$ cat config.mk
export PLATFORM = sky130hd
export DESIGN_NAME = ram_arbiter
export DESIGN_NICKNAME = d
export VERILOG_FILES = /design/src/rtl/ram_arb_pkg.sv /design/src/rtl/ram_arb_picker.sv /design/src/rtl/ram_arbiter.sv
export SDC_FILE = /design/constraint.sdc
export NUM_CORES = 1
export LEC_CHECK = 0
export BUFFER_PORTS_ARGS = -buffer_cell sky130_fd_sc_hd__buf_2
export CAP_MARGIN = 15
export CORE_UTILIZATION = 50
export CTS_BUF_LIST = sky130_fd_sc_hd__clkbuf_4 sky130_fd_sc_hd__clkbuf_8 sky130_fd_sc_hd__clkbuf_16
export DETAILED_ROUTE_END_ITERATION = 16
export PLACE_DENSITY = 0.83
export REMOVE_ABC_BUFFERS = 1
export SLEW_MARGIN = 20
export SYNTH_ARGS = -nofsm -noshare
export SYNTH_HDL_FRONTEND = slang
export SYNTH_HIERARCHICAL = 1
export SYNTH_SLANG_ARGS = --single-unit
$ cat constraint.sdc
create_clock -name clk -period 2.7 [get_ports clk]
set_input_delay 0.405 -clock clk [delete_from_list [all_inputs] [get_ports clk]]
set_output_delay 0.405 -clock clk [all_outputs]
set_load 0.01 [all_outputs]
$ cat src/rtl/ram_arb_pkg.sv
// Shared types and constants for the two-requester RAM arbiter.
package ram_arb_pkg;

  localparam int ADDR_W = 4;
  localparam int DATA_W = 8;
  localparam int CNT_W  = 4;

  localparam logic REQ_CPU = 1'b0;
  localparam logic REQ_LDR = 1'b1;

  typedef enum logic [1:0] {
    IDLE   = 2'd0,
    ACCESS = 2'd1,
    DONE   = 2'd2
  } state_t;

endpackage

$ cat src/rtl/ram_arb_picker.sv
// Combinational winner selection between the two requesters.
// RAM_ARB_RR_EN selects round-robin tie-breaking; otherwise requester 0 always wins ties.
module ram_arb_picker
  import ram_arb_pkg::*;
(
  input  logic req0_i,
  input  logic req1_i,
  input  logic last_winner_i,
  output logic winner_o,
  output logic valid_o
);

  assign valid_o = req0_i | req1_i;

`ifdef RAM_ARB_RR_EN
  // NOTE: default assignment first so every path drives winner_o and no latch is inferred.
  always_comb begin
    winner_o = REQ_CPU;
    if (req0_i && req1_i) winner_o = ~last_winner_i;
    else if (req1_i)      winner_o = REQ_LDR;
  end
`else
  logic unused_last_winner;
  assign unused_last_winner = last_winner_i;
  assign winner_o = (req0_i || !req1_i) ? REQ_CPU : REQ_LDR;
`endif

endmodule

$ cat src/rtl/ram_arbiter.sv
// Two-requester RAM arbiter: IDLE -> ACCESS (ACCESS_CYCLES) -> DONE, all outputs registered.
// Define RAM_ARB_RR_EN for round-robin tie-breaking (fixed priority to requester 0 otherwise).
module ram_arbiter
  import ram_arb_pkg::*;
#(
  parameter int ACCESS_CYCLES = 1
) (
  input  logic              clk,
  input  logic              rst,
  input  logic              req0,
  input  logic              req1,
  input  logic              we0,
  input  logic              we1,
  input  logic [ADDR_W-1:0] addr0,
  input  logic [ADDR_W-1:0] addr1,
  input  logic [DATA_W-1:0] wdata0,
  input  logic [DATA_W-1:0] wdata1,
  output logic              gnt0,
  output logic              gnt1,
  output logic              done0,
  output logic              done1,
  output logic [DATA_W-1:0] rdata,
  output logic              ram_read_en,
  output logic              ram_write_en,
  output logic [ADDR_W-1:0] ram_address,
  output logic [DATA_W-1:0] ram_wdata,
  input  logic [DATA_W-1:0] ram_rdata
);

  localparam logic [CNT_W-1:0] LAST_CNT = CNT_W'(ACCESS_CYCLES - 1);

  state_t             state_q;
  logic [CNT_W-1:0]   cnt_q;
  logic               gnt0_q, gnt1_q, done0_q, done1_q;
  logic               rd_en_q, wr_en_q;
  logic [ADDR_W-1:0]  addr_q;
  logic [DATA_W-1:0]  wdata_q, rdata_q;

  logic               pick_winner, pick_valid, last_winner;
  logic               we_d;
  logic [ADDR_W-1:0]  addr_d;
  logic [DATA_W-1:0]  wdata_d;

`ifdef RAM_ARB_RR_EN
  logic last_winner_q;
  assign last_winner = last_winner_q;
`else
  assign last_winner = REQ_LDR;
`endif

  ram_arb_picker u_picker (
    .req0_i        (req0),
    .req1_i        (req1),
    .last_winner_i (last_winner),
    .winner_o      (pick_winner),
    .valid_o       (pick_valid)
  );

  assign we_d    = (pick_winner == REQ_LDR) ? we1    : we0;
  assign addr_d  = (pick_winner == REQ_LDR) ? addr1  : addr0;
  assign wdata_d = (pick_winner == REQ_LDR) ? wdata1 : wdata0;

  // NOTE: sequential state uses non-blocking assignments only, so every register samples pre-edge values.
  always_ff @(posedge clk or posedge rst) begin
    if (rst) begin
      state_q       <= IDLE;
      cnt_q         <= '0;
      gnt0_q        <= 1'b0;
      gnt1_q        <= 1'b0;
      done0_q       <= 1'b0;
      done1_q       <= 1'b0;
      rd_en_q       <= 1'b0;
      wr_en_q       <= 1'b0;
      addr_q        <= '0;
      wdata_q       <= '0;
      rdata_q       <= '0;
`ifdef RAM_ARB_RR_EN
      last_winner_q <= REQ_LDR;
`endif
    end else begin
      done0_q <= 1'b0;
      done1_q <= 1'b0;
      unique case (state_q)
        IDLE: begin
          if (pick_valid) begin
            state_q <= ACCESS;
            cnt_q   <= '0;
            gnt0_q  <= (pick_winner == REQ_CPU);
            gnt1_q  <= (pick_winner == REQ_LDR);
            wr_en_q <= we_d;
            rd_en_q <= !we_d;
            addr_q  <= addr_d;
            wdata_q <= wdata_d;
`ifdef RAM_ARB_RR_EN
            last_winner_q <= pick_winner;
`endif
          end
        end
        ACCESS: begin
          if (cnt_q == LAST_CNT) begin
            if (rd_en_q) rdata_q <= ram_rdata;
            rd_en_q <= 1'b0;
            wr_en_q <= 1'b0;
            done0_q <= gnt0_q;
            done1_q <= gnt1_q;
            state_q <= DONE;
          end else begin
            cnt_q <= cnt_q + CNT_W'(1);
          end
        end
        DONE: begin
          gnt0_q  <= 1'b0;
          gnt1_q  <= 1'b0;
          state_q <= IDLE;
        end
        default: state_q <= IDLE;
      endcase
    end
  end

  assign gnt0         = gnt0_q;
  assign gnt1         = gnt1_q;
  assign done0        = done0_q;
  assign done1        = done1_q;
  assign rdata        = rdata_q;
  assign ram_read_en  = rd_en_q;
  assign ram_write_en = wr_en_q;
  assign ram_address  = addr_q;
  assign ram_wdata    = wdata_q;

endmodule

==> results of run 1 <==
[layout make-up]
type,instances,area [µm²]
Fill cell,214,896
Sequential cell,32,801
Multi-Input combinational cell,89,632
Timing Repair Buffer,66,338
Clock buffer,6,51.3
Tap cell,31,38.8
Inverter,4,15.0
Clock inverter,2,10.0
[sequential cells by signal, summed over array words and instances, names as in the netlist]
signal and cells:
ram_read_en 1, cnt_q 4, ram_write_en 1, ram_address 4
rdata 8, done0 1, gnt0 1, state_q 2
ram_wdata 8, gnt1 1, done1 1
[metal layers]
metal  up-vias  share of wire  global-route usage
met5         -              0                   0
met4         0          0.021              0.0836
met3         7          0.086              0.0737
met2        59           0.48               0.338
met1       567           0.41               0.235
li1        592              -                   -
[cells in the final DEF (no fill, tap or decap)]
master and count:
nor3b_1 2, buf_4 3, o311ai_0 1, a21oi_1 3, inv_1 4, mux2i_1 13
ha_1 2, and2_1 2, nand2_1 19, dfrtp_1 32, nor2b_1 2, nand2b_1 2
or2_1 1, nand4b_1 1, and3b_1 1, mux2_2 8, clkbuf_4 5, o21ai_1 2
o211ai_1 1, nor2_1 1, or3_1 1, clkinv_2 2, and4b_1 1, nand3_1 6
o21ai_0 8, nand3b_1 1, or3b_1 1, nor3_4 1, o21bai_1 1, o22ai_1 1
clkbuf_8 1, buf_2 63, o21ai_2 7
[power breakdown]
group / switching (µW) / internal (µW) / leakage (µW)
clock: 160 / 124 / 0.0000380
sequential: 157 / 690 / 0.000401
combinational: 424 / 367 / 0.000516
total: 741 / 1180 / 0.000955
[worst paths after layout]
check                                  start            to  slack (ns)  cells after the start
worst max-delay path                cnt_q[0]      rdata[2]        1.00                      5
worst min-delay path                     rst      rdata[5]        0.13                      3
worst max register to register      cnt_q[0]      rdata[2]        1.00                      5
worst min register to register  ram_wdata[4]  ram_wdata[4]        0.49                      2
max in group asynchronous                rst      rdata[2]        2.28                      3
min in group clk                ram_rdata[5]      rdata[5]        0.31                      2
[stage by stage]
stage               hold WS (ns)  cells   util
finish                     0.135    230  0.678
global route               0.168    230  0.678
CTS                        0.134    230  0.678
detailed placement         0.467    222  0.656
global placement           0.456    222  0.656
floorplan                  0.516    125      -
[worst reg2reg max path, cell delays in order, from the launching register on]
cell and delay [ns]:
dfrtp_1 0.44, inv_1 0.08, ha_1 0.19, nand4b_1 0.15, nor3_4 0.34, mux2_2 0.38
==> out/metrics.csv, run 1 <==
metric,value,unit
endpoints failing hold,0,
critical path's slowest cell,dfrtp_1,
H-tree Lvls,2,
cells resized by post-CTS repair,0,
final worst path period need,1.70,ns
largest net degree at the start of global routing,33,
"Clk Latency, worst-skew pair",0.33,ns
CP max stage delay,0.44,ns
IO Count,64,
status,"finished, final reports clean",
gpl congestion,0.802,
fmax,588,MHz
endpoints failing setup,0,
cell area after synthesis,1490,µm²
Detail Route Antenna Nets,0,
vias,1225,
ANT cells,0,
Clock Skews,0.00562,ns
crit-path cells,inv_1 -> ha_1 -> nand4b_1 -> nor3_4 -> mux2_2,
PD cells,1020,nW/µm²
initial antenna violation count,0,
DIE AREA,3200,µm²
CTS sink cnt,32,
Final Cell Area,1890,µm²
Clock Tree Buf Depth,2,
post-CTS setup buffer count,0,
actual slew at the worst max-slew pin,0.607,ns
initial DRC count,15,
layout cells sized above 1,0.452,
vias in the first global route,1141,
crit path kind,reg -> reg,
CP required,2.92,ns
final WL,2.89,mm
Setup crit end kind,flip-flop,
Ys Warns,6,
total power,1920,µW
# rows,19,
Area Growth Syn to Fin,26.6,%
Die H,56.6,µm
Crit Path Max Fanout,8,
# DRC,0,
setup tns final,0,ns
setup slack after layout,1.00,ns
Die X,56.6,µm
DR WL/cell,12.6,µm
RSZ-0062 raised after global routing,no,
critical path data arrival time,1.92,ns
CP top delay family,simple AND/OR/NAND/NOR gates,
pre-CTS setup slack,1.01,ns
Worst setup SP type,flip-flop,
fin. max-slew vios,0,
MaxCap Viol Count,0,
dpl hpwl,2.20,mm
first-pass GRT wire length,4.89,mm
Slew Limit Headroom,0.595,
Global Route Usage Sum,0.202,
Hold Crit Class,in -> async,
IO Port Bufs,63,
final net count,238,
CTS tree,built,
Core Footprint,2780,µm²
Synth Instances,131,
Worst Path Buf+Inv,1,
clk root buf,clkbuf_4,
Worst VDD drop,804,µV
total global routing overflow,0,
CTS buffer count,5,
DP Area,1820,µm²
Initial Utilization,0.535,
Pre-antenna DRT Iters,4,
Mapped Avg Cell Area,11.4,µm²
final cycle utilization of the critical path,0.630,
Worst-path clk slew,0.10,ns
Leak Pwr,0.000955,µW
DR vias/cell,5.33,
hold_buf cts,0,
Power figures use the tool's default switching activity.
==> inputs of run 2 (changes only) <==
--- a/config.mk
+++ b/config.mk
@@ -7,10 +7,10 @@
 export LEC_CHECK = 0
 export BUFFER_PORTS_ARGS = -buffer_cell sky130_fd_sc_hd__buf_2
 export CAP_MARGIN = 15
-export CORE_UTILIZATION = 50
+export CORE_UTILIZATION = 47
 export CTS_BUF_LIST = sky130_fd_sc_hd__clkbuf_4 sky130_fd_sc_hd__clkbuf_8 sky130_fd_sc_hd__clkbuf_16
 export DETAILED_ROUTE_END_ITERATION = 16
-export PLACE_DENSITY = 0.83
+export PLACE_DENSITY = 0.79
 export REMOVE_ABC_BUFFERS = 1
 export SLEW_MARGIN = 20
 export SYNTH_ARGS = -nofsm -noshare
==> constraint.sdc (replaced) <==
create_clock -name clk -period 1.75 [get_ports clk]
set_input_delay 0.2625 -clock clk [delete_from_list [all_inputs] [get_ports clk]]
set_output_delay 0.2625 -clock clk [all_outputs]
set_load 0.01 [all_outputs]
==> out/metrics.csv, run 2 (same netlist as run 1, synthesis figures left out) <==
metric,value,unit,change
M1 WL,1.25,mm,+5.0%
ANT cells,0,,unchanged
CTS tree,built,,
# rows,20,,+1
crit-path cells,inv_1 -> ha_1 -> nand4b_1 -> nor3_4 -> buf_12 -> mux2_2,,
status,"finished, final reports clean",,
Area Growth Syn to Fin,32.1,%,
total global routing overflow,0,,unchanged
vias,1206,,-1.6%
CP required,1.96,ns,-0.96 ns
Clock Tree Buf Depth,2,,unchanged
CTS sink cnt,32,,unchanged
Pre-antenna DRT Iters,4,,unchanged
vias in the first global route,1158,,+1.5%
CP max stage delay,0.43,ns,about the same
Crit Path Max Fanout,8,,unchanged
final WL,2.95,mm,+2.0%
Clock Skews,0.0119,ns,+0.00633 ns
Die H,58.3,µm,+3.0%
MaxCap Viol Count,0,,unchanged
Core Footprint,3030,µm²,+8.9%
Hold Crit Class,in -> reg,,
fmax,595,MHz,+1.2%
Detail Route Antenna Nets,0,,unchanged
DR vias/cell,4.84,,-9.1%
gpl congestion,0.740,,-7.7%
fin. max-slew vios,0,,unchanged
Worst-path clk slew,0.10,ns,about the same
final cycle utilization of the critical path,0.960,,+0.330
setup tns final,0,ns,unchanged
Worst Path Buf+Inv,2,,+1
largest net degree at the start of global routing,29,,-12%
CTS buffer count,5,,unchanged
initial DRC count,22,,+7
endpoints failing setup,0,,unchanged
Slew Limit Headroom,0.772,,+0.177
"Core Util, Final",0.650,,-0.0283
PD cells,1560,nW/µm²,+54%
metal3 WL,225,µm,-9.6%
RSZ-0062 raised after global routing,no,,
final worst path period need,1.68,ns,-0.0198 ns
actual slew at the worst max-slew pin,0.341,ns,-0.265 ns
final net count,244,,+2.5%
IO Port Bufs,63,,unchanged
Worst setup SP type,flip-flop,,
# DRC,0,,unchanged
layout cells sized above 1,0.463,,+0.0112
critical path's slowest cell,dfrtp_1,,
crit path kind,reg -> reg,,
most frequent cells in the layout,"63 x buf_2, 32 x dfrtp_1, 19 x nand2_1, 13 x mux2i_1",,
Initial Utilization,0.492,,-0.0436
IO Count,64,,unchanged
critical path data arrival time,1.89,ns,-0.03 ns
DIE AREA,3400,µm²,+6.2%
post-route insts no fill,249,,+8.3%
Top Metal Used,met4,,
initial antenna violation count,0,,unchanged
Placed Cells incl. Taps,238,,+7.2%
Leak Pwr,0.000989,µW,+3.6%
first-pass GRT wire length,4.95,mm,+1.3%
Global Route Usage Sum,0.202,,-0.000859
"commonest non-fill, non-tap cell in the layout",buf_2,,
H-tree Lvls,2,,unchanged
DR WL/cell,11.8,µm,-5.8%
cells resized by post-CTS repair,0,,unchanged
Die X,58.3,µm,+3.0%
Setup crit end kind,flip-flop,,
Worst VDD drop,730,µV,-9.3%
endpoints failing hold,0,,unchanged
CP top delay family,flip-flops,,
wire length on met2,1.42,mm,+2.3%
clk root buf,clkbuf_4,,
"Clk Latency, worst-skew pair",0.33,ns,about the same
dpl hpwl,2.27,mm,+3.3%
run 2: power by group:
group,total [µW],switching [µW],internal [µW]
sequential,1270,200,1070
combinational,1350,705,644
clock,464,235,229
total,3080,1140,1940
run 2: area by class of cell:
cell class,instances,area [µm²]
tap,44,55.1
fill,256,1060
clock buffer,8,66.3
multi-input combinational,89,632
sequential,32,801
inverter,4,15.0
timing repair buffer,72,398
run 2: worst paths after layout:
kind,from,to,slack (ns),depth (start not counted)
max,cnt_q[1],rdata[5],0.07,6
min,ram_rdata[2],rdata[2],0.15,2
max reg2reg,cnt_q[1],rdata[5],0.07,6
min reg2reg,ram_address[0],ram_address[0],0.48,2
max in group asynchronous,rst,gnt1,1.02,4
min in group asynchronous,rst,rdata[2],0.48,4
run 2: routing by layer:
metal,track usage,up-vias
met1,0.228,546
met2,0.332,52
li1,-,602
met5,0,-
met3,0.0871,6
met4,0.0884,0
run 2: timing repair:
item                                   in CTS  in global routing
setup endpoints to repair                   0                  8
setup buffers                               0                  2
endpoints found under the hold margin      32                  0
hold buffers                                1                  0
run 2: stage by stage:
stage	hold WS, ns	area (µm²)	total power (µW)	worst slack [ns]
floorplan	0.379	1450	2050	0.00426
global placement	0.293	1860	2520	0.161
detailed placement	0.282	1860	2600	0.0515
CTS	0.147	1940	3070	0.0385
global route	0.134	1970	3340	0.00476
finish	0.153	1970	3080	0.0702
